==> config.mk <==
export PLATFORM = sky130hd
export DESIGN_NAME = fir_channel_scheduler
export DESIGN_NICKNAME = d
export VERILOG_FILES = /design/src/rtl/fir_channel_scheduler.sv
export SDC_FILE = /design/constraint.sdc
export NUM_CORES = 1
export LEC_CHECK = 0
export ABC_AREA = 0
export CAP_MARGIN = 20
export CORE_UTILIZATION = 40
export CTS_CLUSTER_SIZE = 8
export DETAILED_ROUTE_END_ITERATION = 10
export PLACE_DENSITY = 0.9
export SLEW_MARGIN = 20
export SYNTH_ARGS = -nofsm -noshare
export SYNTH_HDL_FRONTEND = slang
export SYNTH_SLANG_ARGS = --single-unit
==> constraint.sdc <==
create_clock -name i_clk -period 6.3 [get_ports i_clk]
set_clock_uncertainty 0.1 [all_clocks]
set_input_delay 1.575 -clock i_clk [delete_from_list [all_inputs] [get_ports i_clk]]
set_output_delay 1.575 -clock i_clk [all_outputs]
set_load 0.1 [all_outputs]
==> src/rtl/fir_channel_scheduler.sv <==
// ---------------------------------------------------------------------------
// fir_channel_scheduler
//   Shares one sequential FIR engine between NUM_CH sample requesters.
//   A round-robin arbiter grants one channel at a time. The granted sample is
//   forwarded to the engine over a valid/ready handshake. The filtered result
//   is captured and returned downstream, tagged with the channel index.
//   Only one sample is in flight at any time.
//
//   Optional feature: define FIR_SCHED_TIMEOUT_EN to add a watchdog. The
//   watchdog aborts a transaction that spends TIMEOUT_CYCLES in ISSUE+BUSY.
//
// Ports
//   i_clk, i_rst      clock (rising edge), synchronous active-high reset
//   i_en              grant enable (blocks new grants only)
//   iv_ch_din         packed per-channel samples, channel k at [k*DW +: DW]
//   iv_ch_valid       per-channel sample valid (level)
//   ov_ch_ready       one-hot pulse: that channel's sample was taken
//   ov_eng_din        sample to engine
//   o_eng_din_valid   sample valid to engine
//   i_eng_ready       engine consumed sample
//   iv_eng_dout       engine result
//   i_eng_dout_valid  engine result valid
//   o_eng_ready       pulse: result consumed
//   o_eng_rst         engine abort reset (watchdog only)
//   ov_dout           tagged result
//   ov_dout_ch        channel index of ov_dout
//   o_dout_valid      result valid, held until i_dout_ready
//   i_dout_ready      downstream accepts result
//   o_timeout         pulse: transaction aborted (watchdog only)
// ---------------------------------------------------------------------------
module fir_channel_scheduler #(
    parameter int DATA_WIDTH     = 24,
    parameter int NUM_CH         = 4,
    parameter int TIMEOUT_CYCLES = 64
) (
    input  logic                           i_clk,
    input  logic                           i_rst,
    input  logic                           i_en,
    input  logic [NUM_CH*DATA_WIDTH-1:0]   iv_ch_din,
    input  logic [NUM_CH-1:0]              iv_ch_valid,
    output logic [NUM_CH-1:0]              ov_ch_ready,
    output logic [DATA_WIDTH-1:0]          ov_eng_din,
    output logic                           o_eng_din_valid,
    input  logic                           i_eng_ready,
    input  logic [DATA_WIDTH-1:0]          iv_eng_dout,
    input  logic                           i_eng_dout_valid,
    output logic                           o_eng_ready,
    output logic                           o_eng_rst,
    output logic [DATA_WIDTH-1:0]          ov_dout,
    output logic [$clog2(NUM_CH)-1:0]      ov_dout_ch,
    output logic                           o_dout_valid,
    input  logic                           i_dout_ready,
    output logic                           o_timeout
);

    localparam int CH_WIDTH = $clog2(NUM_CH);

    typedef enum logic [1:0] {IDLE, ISSUE, BUSY, RESULT} state_t;

    state_t                state_reg, state_next;
    logic [CH_WIDTH-1:0]   ptr_reg;
    logic [CH_WIDTH-1:0]   grant_ch_reg;
    logic [DATA_WIDTH-1:0] sample_reg;
    logic [DATA_WIDTH-1:0] dout_reg;
    logic [CH_WIDTH-1:0]   dout_ch_reg;
    logic                  dout_valid_reg;

    logic                  grant_valid;
    logic [CH_WIDTH-1:0]   grant_idx;
    logic                  take;
    logic                  capture;
    logic                  timeout;

    logic [DATA_WIDTH-1:0] ch_data [NUM_CH];

    generate
        for (genvar gi = 0; gi < NUM_CH; gi++) begin : g_unpack
            assign ch_data[gi] = iv_ch_din[gi*DATA_WIDTH +: DATA_WIDTH];
        end
    endgenerate

    // Round-robin search. Offsets are walked from farthest to nearest, so
    // the channel closest after the pointer is the last one assigned and
    // therefore wins.
    always_comb begin
        logic [CH_WIDTH-1:0] cand;
        grant_valid = 1'b0;
        grant_idx   = '0;
        cand        = '0;
        for (int off = NUM_CH; off >= 1; off--) begin
            cand = CH_WIDTH'((int'(ptr_reg) + off) % NUM_CH);
            if (iv_ch_valid[cand]) begin
                grant_valid = 1'b1;
                grant_idx   = cand;
            end
        end
    end

    assign take    = (state_reg == IDLE) && i_en && grant_valid && !i_rst;
    // A watchdog abort takes priority over a result arriving in the same cycle.
    assign capture = (state_reg == BUSY) && i_eng_dout_valid && !timeout && !i_rst;

`ifdef FIR_SCHED_TIMEOUT_EN
    localparam int TMR_WIDTH = $clog2(TIMEOUT_CYCLES + 1);
    logic [TMR_WIDTH-1:0] timer_reg;

    // The timer is zero in the first ISSUE cycle. It therefore reads
    // TIMEOUT_CYCLES-1 on the TIMEOUT_CYCLES-th ISSUE/BUSY cycle.
    assign timeout = ((state_reg == ISSUE) || (state_reg == BUSY)) &&
                     (timer_reg == TMR_WIDTH'(TIMEOUT_CYCLES - 1)) && !i_rst;

    always_ff @(posedge i_clk) begin
        if (i_rst || take) begin
            timer_reg <= '0;
        end else if ((state_reg == ISSUE) || (state_reg == BUSY)) begin
            timer_reg <= timer_reg + 1'b1;
        end
    end
`else
    assign timeout = 1'b0;
`endif

    // State register
    always_ff @(posedge i_clk) begin
        if (i_rst) begin
            state_reg <= IDLE;
        end else begin
            state_reg <= state_next;
        end
    end

    // Next-state logic
    always_comb begin
        state_next = state_reg;
        case (state_reg)
            IDLE:   if (take) state_next = ISSUE;
            ISSUE:  if (timeout) state_next = IDLE;
                    else if (i_eng_ready) state_next = BUSY;
            BUSY:   if (timeout) state_next = IDLE;
                    else if (i_eng_dout_valid) state_next = RESULT;
            RESULT: if (i_dout_ready) state_next = IDLE;
            default: state_next = IDLE;
        endcase
    end

    // Output logic
    always_comb begin
        ov_ch_ready = '0;
        if (take) begin
            ov_ch_ready[grant_idx] = 1'b1;
        end
        o_eng_din_valid = (state_reg == ISSUE);
        o_eng_ready     = capture;
        o_eng_rst       = timeout;
        o_timeout       = timeout;
    end

    // Datapath registers
    always_ff @(posedge i_clk) begin
        if (i_rst) begin
            ptr_reg        <= CH_WIDTH'(NUM_CH - 1);
            grant_ch_reg   <= '0;
            sample_reg     <= '0;
            dout_reg       <= '0;
            dout_ch_reg    <= '0;
            dout_valid_reg <= 1'b0;
        end else begin
            if (take) begin
                sample_reg   <= ch_data[grant_idx];
                grant_ch_reg <= grant_idx;
                ptr_reg      <= grant_idx;
            end
            if (capture) begin
                dout_reg       <= iv_eng_dout;
                dout_ch_reg    <= grant_ch_reg;
                dout_valid_reg <= 1'b1;
            end else if ((state_reg == RESULT) && i_dout_ready) begin
                dout_valid_reg <= 1'b0;
            end
        end
    end

    assign ov_eng_din   = sample_reg;
    assign ov_dout      = dout_reg;
    assign ov_dout_ch   = dout_ch_reg;
    assign o_dout_valid = dout_valid_reg;

endmodule

Word-level counts from Yosys, hierarchy flattened
Index checks and enable logic that the tools add are counted.
- register bits: 57
- bits of input ports: 130
- add/subtract/negate cells: 4
- magnitude comparators: 7
- equal/unequal tests: 7
- muxes and demuxes: 29
- bitwise logic cells: 1
- reductions and logical operators: 11
- operators with widths (kind ; number):
    24-bit binary-select mux with 2-bit select ; 1
    24-bit 2-to-1 mux ; 2
    2-bit 2-to-1 mux ; 8
    2-bit by 3-bit < comparator with 1-bit output, second input constant ; 5
    1-bit 2-to-1 mux ; 11
    1-bit binary-select mux with 2-bit select ; 4
    2-bit one-hot mux with 4 select lines ; 1
    1-bit logical AND ; 7
    2-bit inequality test, second input constant ; 3
    2-bit by 1-bit adder with 2-bit output, second input constant ; 2
    2-bit adder, second input constant ; 2
    2-bit equality test, second input constant ; 2
    4-bit 2-to-1 mux ; 1
    4-bit AND reduction ; 1
    3-bit >= comparator, second input constant ; 1
    2-bit NOT with 3-bit output ; 1
    1-bit demux with 2-bit select ; 1
    2-bit by 1-bit equality test with 1-bit output, second input constant ; 1
    2-bit by 1-bit >= comparator with 1-bit output, second input constant ; 1
    2-bit zero test ; 1
    2-bit by 1-bit inequality test with 1-bit output, second input constant ; 1
    2-bit nonzero test ; 1
    1-bit zero test ; 1

Longest topological paths before layout
- word-level depth: 12
- depth in mapped cells: 7
- gate-level depth less buffers: 7

Worst setup path before layout
No wires, ideal clock.
- path type: in2out
- start point: input port iv_ch_valid[3]
- end point: output port ov_ch_ready[0]
- arrival: 3.651 ns
- data required time: 4.625 ns
- setup slack: 0.974 ns
- cell stages on the path: 5
- cell sequence: and3b_1 -> o31ai_4 -> nand2_2 -> buf_4 -> nor2_1
- cells in the longest elaborated chain, start to end: 11
- elaborated cells between the ends (all ways): 24
- classes of those cells: order compare: 2; mux: 19; reduce/logical: 3
- RTL lines (element ; RTL line ; text):
    from (decl) ; 40 ; input logic [NUM_CH-1:0] iv_ch_valid,
    1-bit binary-select mux with 2-bit select ; 92 ; if (iv_ch_valid[cand]) begin
    1-bit 2-to-1 mux (implied by the code) ; 92 ;
    2-bit 2-to-1 mux (4 in a row) ; 92 ;
    2-bit by 3-bit < comparator with 1-bit output (implied by the code) or 2-bit by 1-bit >= comparator with 1-bit output (tied branches) ; 150 ; ov_ch_ready[grant_idx] = 1'b1;
    1-bit logical AND (implied by the code) ; 150 ;
    1-bit 2-to-1 mux (implied by the code) ; 150 ;
    1-bit demux with 2-bit select ; 150 ;
    4-bit 2-to-1 mux * ; 149 ; if (take) begin
    to (decl) ; 41 ; output logic [NUM_CH-1:0] ov_ch_ready,
Mark *: on every way between the ends. The rest lies on a longest branch, timed or not. The select of a mux whose other input is x is not followed.

Worst setup path in the final report
- start point: input port iv_ch_valid[3]
- end point: output port ov_ch_ready[1]
Same word-level chain as after synthesis.

==> impl_metrics.json <==
{
  "status": "completed",
  "clock_latency_ns": 0.32,
  "end_kind": "output port",
  "first_pass_iters": 4,
  "cts_tree": "yes",
  "worstSetupPathType": "input port to output port",
  "ios": 189,
  "cts_max_path_buffers": 2,
  "synth_area_mm2": 0.003044,
  "start_util": 0.4175,
  "layout-drive-gt1-share": 0.07011,
  "post-cts-setup-buffer-count": 0,
  "cts_sinks": 57,
  "rows": 31,
  "worst_ep_arrival_time_ns": 3.44,
  "setup_viol": 0,
  "pwr-share-comb": 0.568,
  "dieArea_mm2": 0.007963,
  "cap_violations": 0,
  "finalSetupTns_ns": 0,
  "synth-seq-cells": 57,
  "drtAntennaViolNets": 0,
  "gr-total-overflow": 0,
  "timing.final.hold_violations": 0,
  "yosysUniqueCellTypes": 42,
  "postLayoutCoreUtil": 0.6996,
  "syn_inst": 363,
  "power_w": 0.001798,
  "drc_errors": 0,
  "yosys-top-cells-area": "dfxtp_1 37%, nand2_1 9.7%, mux2i_1 8.5%",
  "grt.total_usage": 0.2342,
  "clk_pin_slew_ns": 0.06,
  "holdBufCountCts": 0,
  "synth-main-ff-cell": "dfxtp_1",
  "grt_pass1_vias": 3060,
  "cts_resized": 0,
  "die_h_um": 89.24,
  "dp.final_hpwl_um": 7213,
  "p_leak_nw": 1.978,
  "yosys.area.top_type_share": 0.3748,
  "ys_seq_area_frac": 0.3748,
  "antenna_found_initial": 0,
  "fin_crit_ns": 5.111,
  "pre_cts_slack_ns": 1.185,
  "htree_levels": 3,
  "grt_pass1_wl_um": 14090,
  "cts_made_buffers": 9,
  "avgSynthCellArea_um2": 8.386,
  "max_freq_mhz": 195.6,
  "startpoint_type": "input port",
  "wl_per_cell_um": 14.82,
  "clockPowerShare": 0.168,
  "syn2layout_area_growth_pct": 67.57,
  "cp_max_fo": 16,
  "p_sw_w": 0.0008928,
  "grt_setup_unrepaired": "no",
  "wl_um": 9501,
  "root_buffer": "clkbuf_8",
  "required_ns": 4.62,
  "peakVddDrop_v": 0.0001677,
  "synth.yosys.warnings": 0,
  "powerDensity_mw_per_mm2": 352.4,
  "fin_ws_ns": 1.189,
  "worst_pin_slew_ns": 1.024,
  "synth-async-reset-ratio": 0,
  "seqPwrFrac": 0.264,
  "grt_max_degree": 50,
  "vias_per_cell": 5.030,
  "gp_congestion": 0.8191,
  "swShare": 0.4967,
  "slew_headroom": 0.3155,
  "vias": 3224,
  "p_int_w": 0.0009048,
  "final_nets": 672,
  "drtIter0Drc": 70,
  "io_buffers": 186,
  "hold_path.class": "flip-flop to flip-flop",
  "yosys.area.top_type": "dfxtp_1",
  "core_mm2": 0.007292,
  "fin_crit_sh": 0.8113,
  "synth_enable_flop_cells": 0,
  "die_w_um": 89.24,
  "n_antenna_cell": 0,
  "slew_viol_final": 0
}
==> Yosys cell counts, types with 2 or more instances <==
cell and instances:
mux2i_1 26, o211ai_2 3, buf_12 3, buf_1 2, o21ai_0 17, buf_4 6, nor3_1 2, a21oi_1 28
and3_1 24, o211ai_1 21, dfxtp_1 57, nor2_1 9, clkbuf_1 14, inv_1 5, buf_2 5, and2_1 3
o21ai_1 7, a21boi_0 25, ha_1 5, nand2_1 79
==> through the flow <==
| stage | instances | cell area, um^2 | hold WS (ns) |
|---|---|---|---|
| 2_1_floorplan | 364 | 3048 | 0.3264 |
| 3_3_place_gp | 625 | 4926 | 0.3394 |
| 3_5_place_dp | 625 | 4926 | 0.3458 |
| 4_1_cts | 641 | 5101 | 0.3537 |
| 5_1_grt | 641 | 5101 | 0.3688 |
| 6_report | 641 | 5101 | 0.3527 |
==> per-layer routing <==
metal	track usage	vias up	wire length (um)
li1	-	1610	-
met1	0.2652	1462	3873
met2	0.4212	139	4649
met3	0.06279	13	820
met4	0.08658	0	156
met5	0	-	0
==> layout make-up <==
| cell class | count | area, um^2 |
|---|---|---|
| clock buffers | 14 | 162.7 |
| clock inverters | 2 | 12.51 |
| fillers | 589 | 2191 |
| inverters | 5 | 18.77 |
| multi-input cells | 272 | 1698 |
| flip-flops and latches | 57 | 1141 |
| well taps | 99 | 123.9 |
| repair buffers | 192 | 1944 |
==> cells in the final DEF, fill, tap and decap left out, types with 2 or more instances in the layout <==
cell	count
a21boi_0	25
clkbuf_1	3
and2_1	3
o21ai_0	17
dfxtp_1	57
buf_12	4
ha_1	5
o211ai_2	3
nand2_1	79
o21ai_1	7
nor2_1	9
mux2i_1	26
conb_1	2
nor3_1	2
o211ai_1	21
buf_4	7
inv_1	5
clkdlybuf4s50_1	181
a21oi_1	28
and3_1	24
clkbuf_8	11
==> power by group through the flow <==
stage	Sequential (W)	Clock [W]	Combinational, W
finish	0.000475	0.000301	0.00102
global route	0.000484	0.000330	0.00107
CTS	0.000476	0.000310	0.00102
detailed placement	0.000483	0	0.00102
global placement	0.000479	0	0.00100
floorplan	0.000896	0	0.000351
==> cell families (layout without fill, tap and decap cells) <==
group | count (synthesis) | in the layout | synth area share
buf+inv | 35 | 213 | 0.06864
mux | 26 | 26 | 0.08549
flops | 57 | 57 | 0.3748
other cells | 1 | 2 | 0.001232
fa+ha+maj | 5 | 5 | 0.02055
simple gates | 129 | 129 | 0.2067
compound gates | 110 | 110 | 0.2425
==> critical path, cell delays in order <==
cell             delay [ns]
clkdlybuf4s50_1        0.47
or4_4                  0.56
nand3_2                0.13
nor2_1                 0.06
nand2_2                0.30
nor2_1                 0.13
buf_12                 0.20
==> final timing paths <==
check | from | end | slack [ns] | cells after the start
hold / removal | ov_dout_ch[1] | ov_dout_ch[1] | 0.35 | 2
setup reg to reg | ptr_reg[1] | ov_eng_din[13] | 4.24 | 6
setup / recovery | iv_ch_valid[3] | ov_ch_ready[1] | 1.19 | 7
hold reg to reg | ov_dout_ch[1] | ov_dout_ch[1] | 0.35 | 2
No activity file was read; power rests on OpenSTA's default activity.
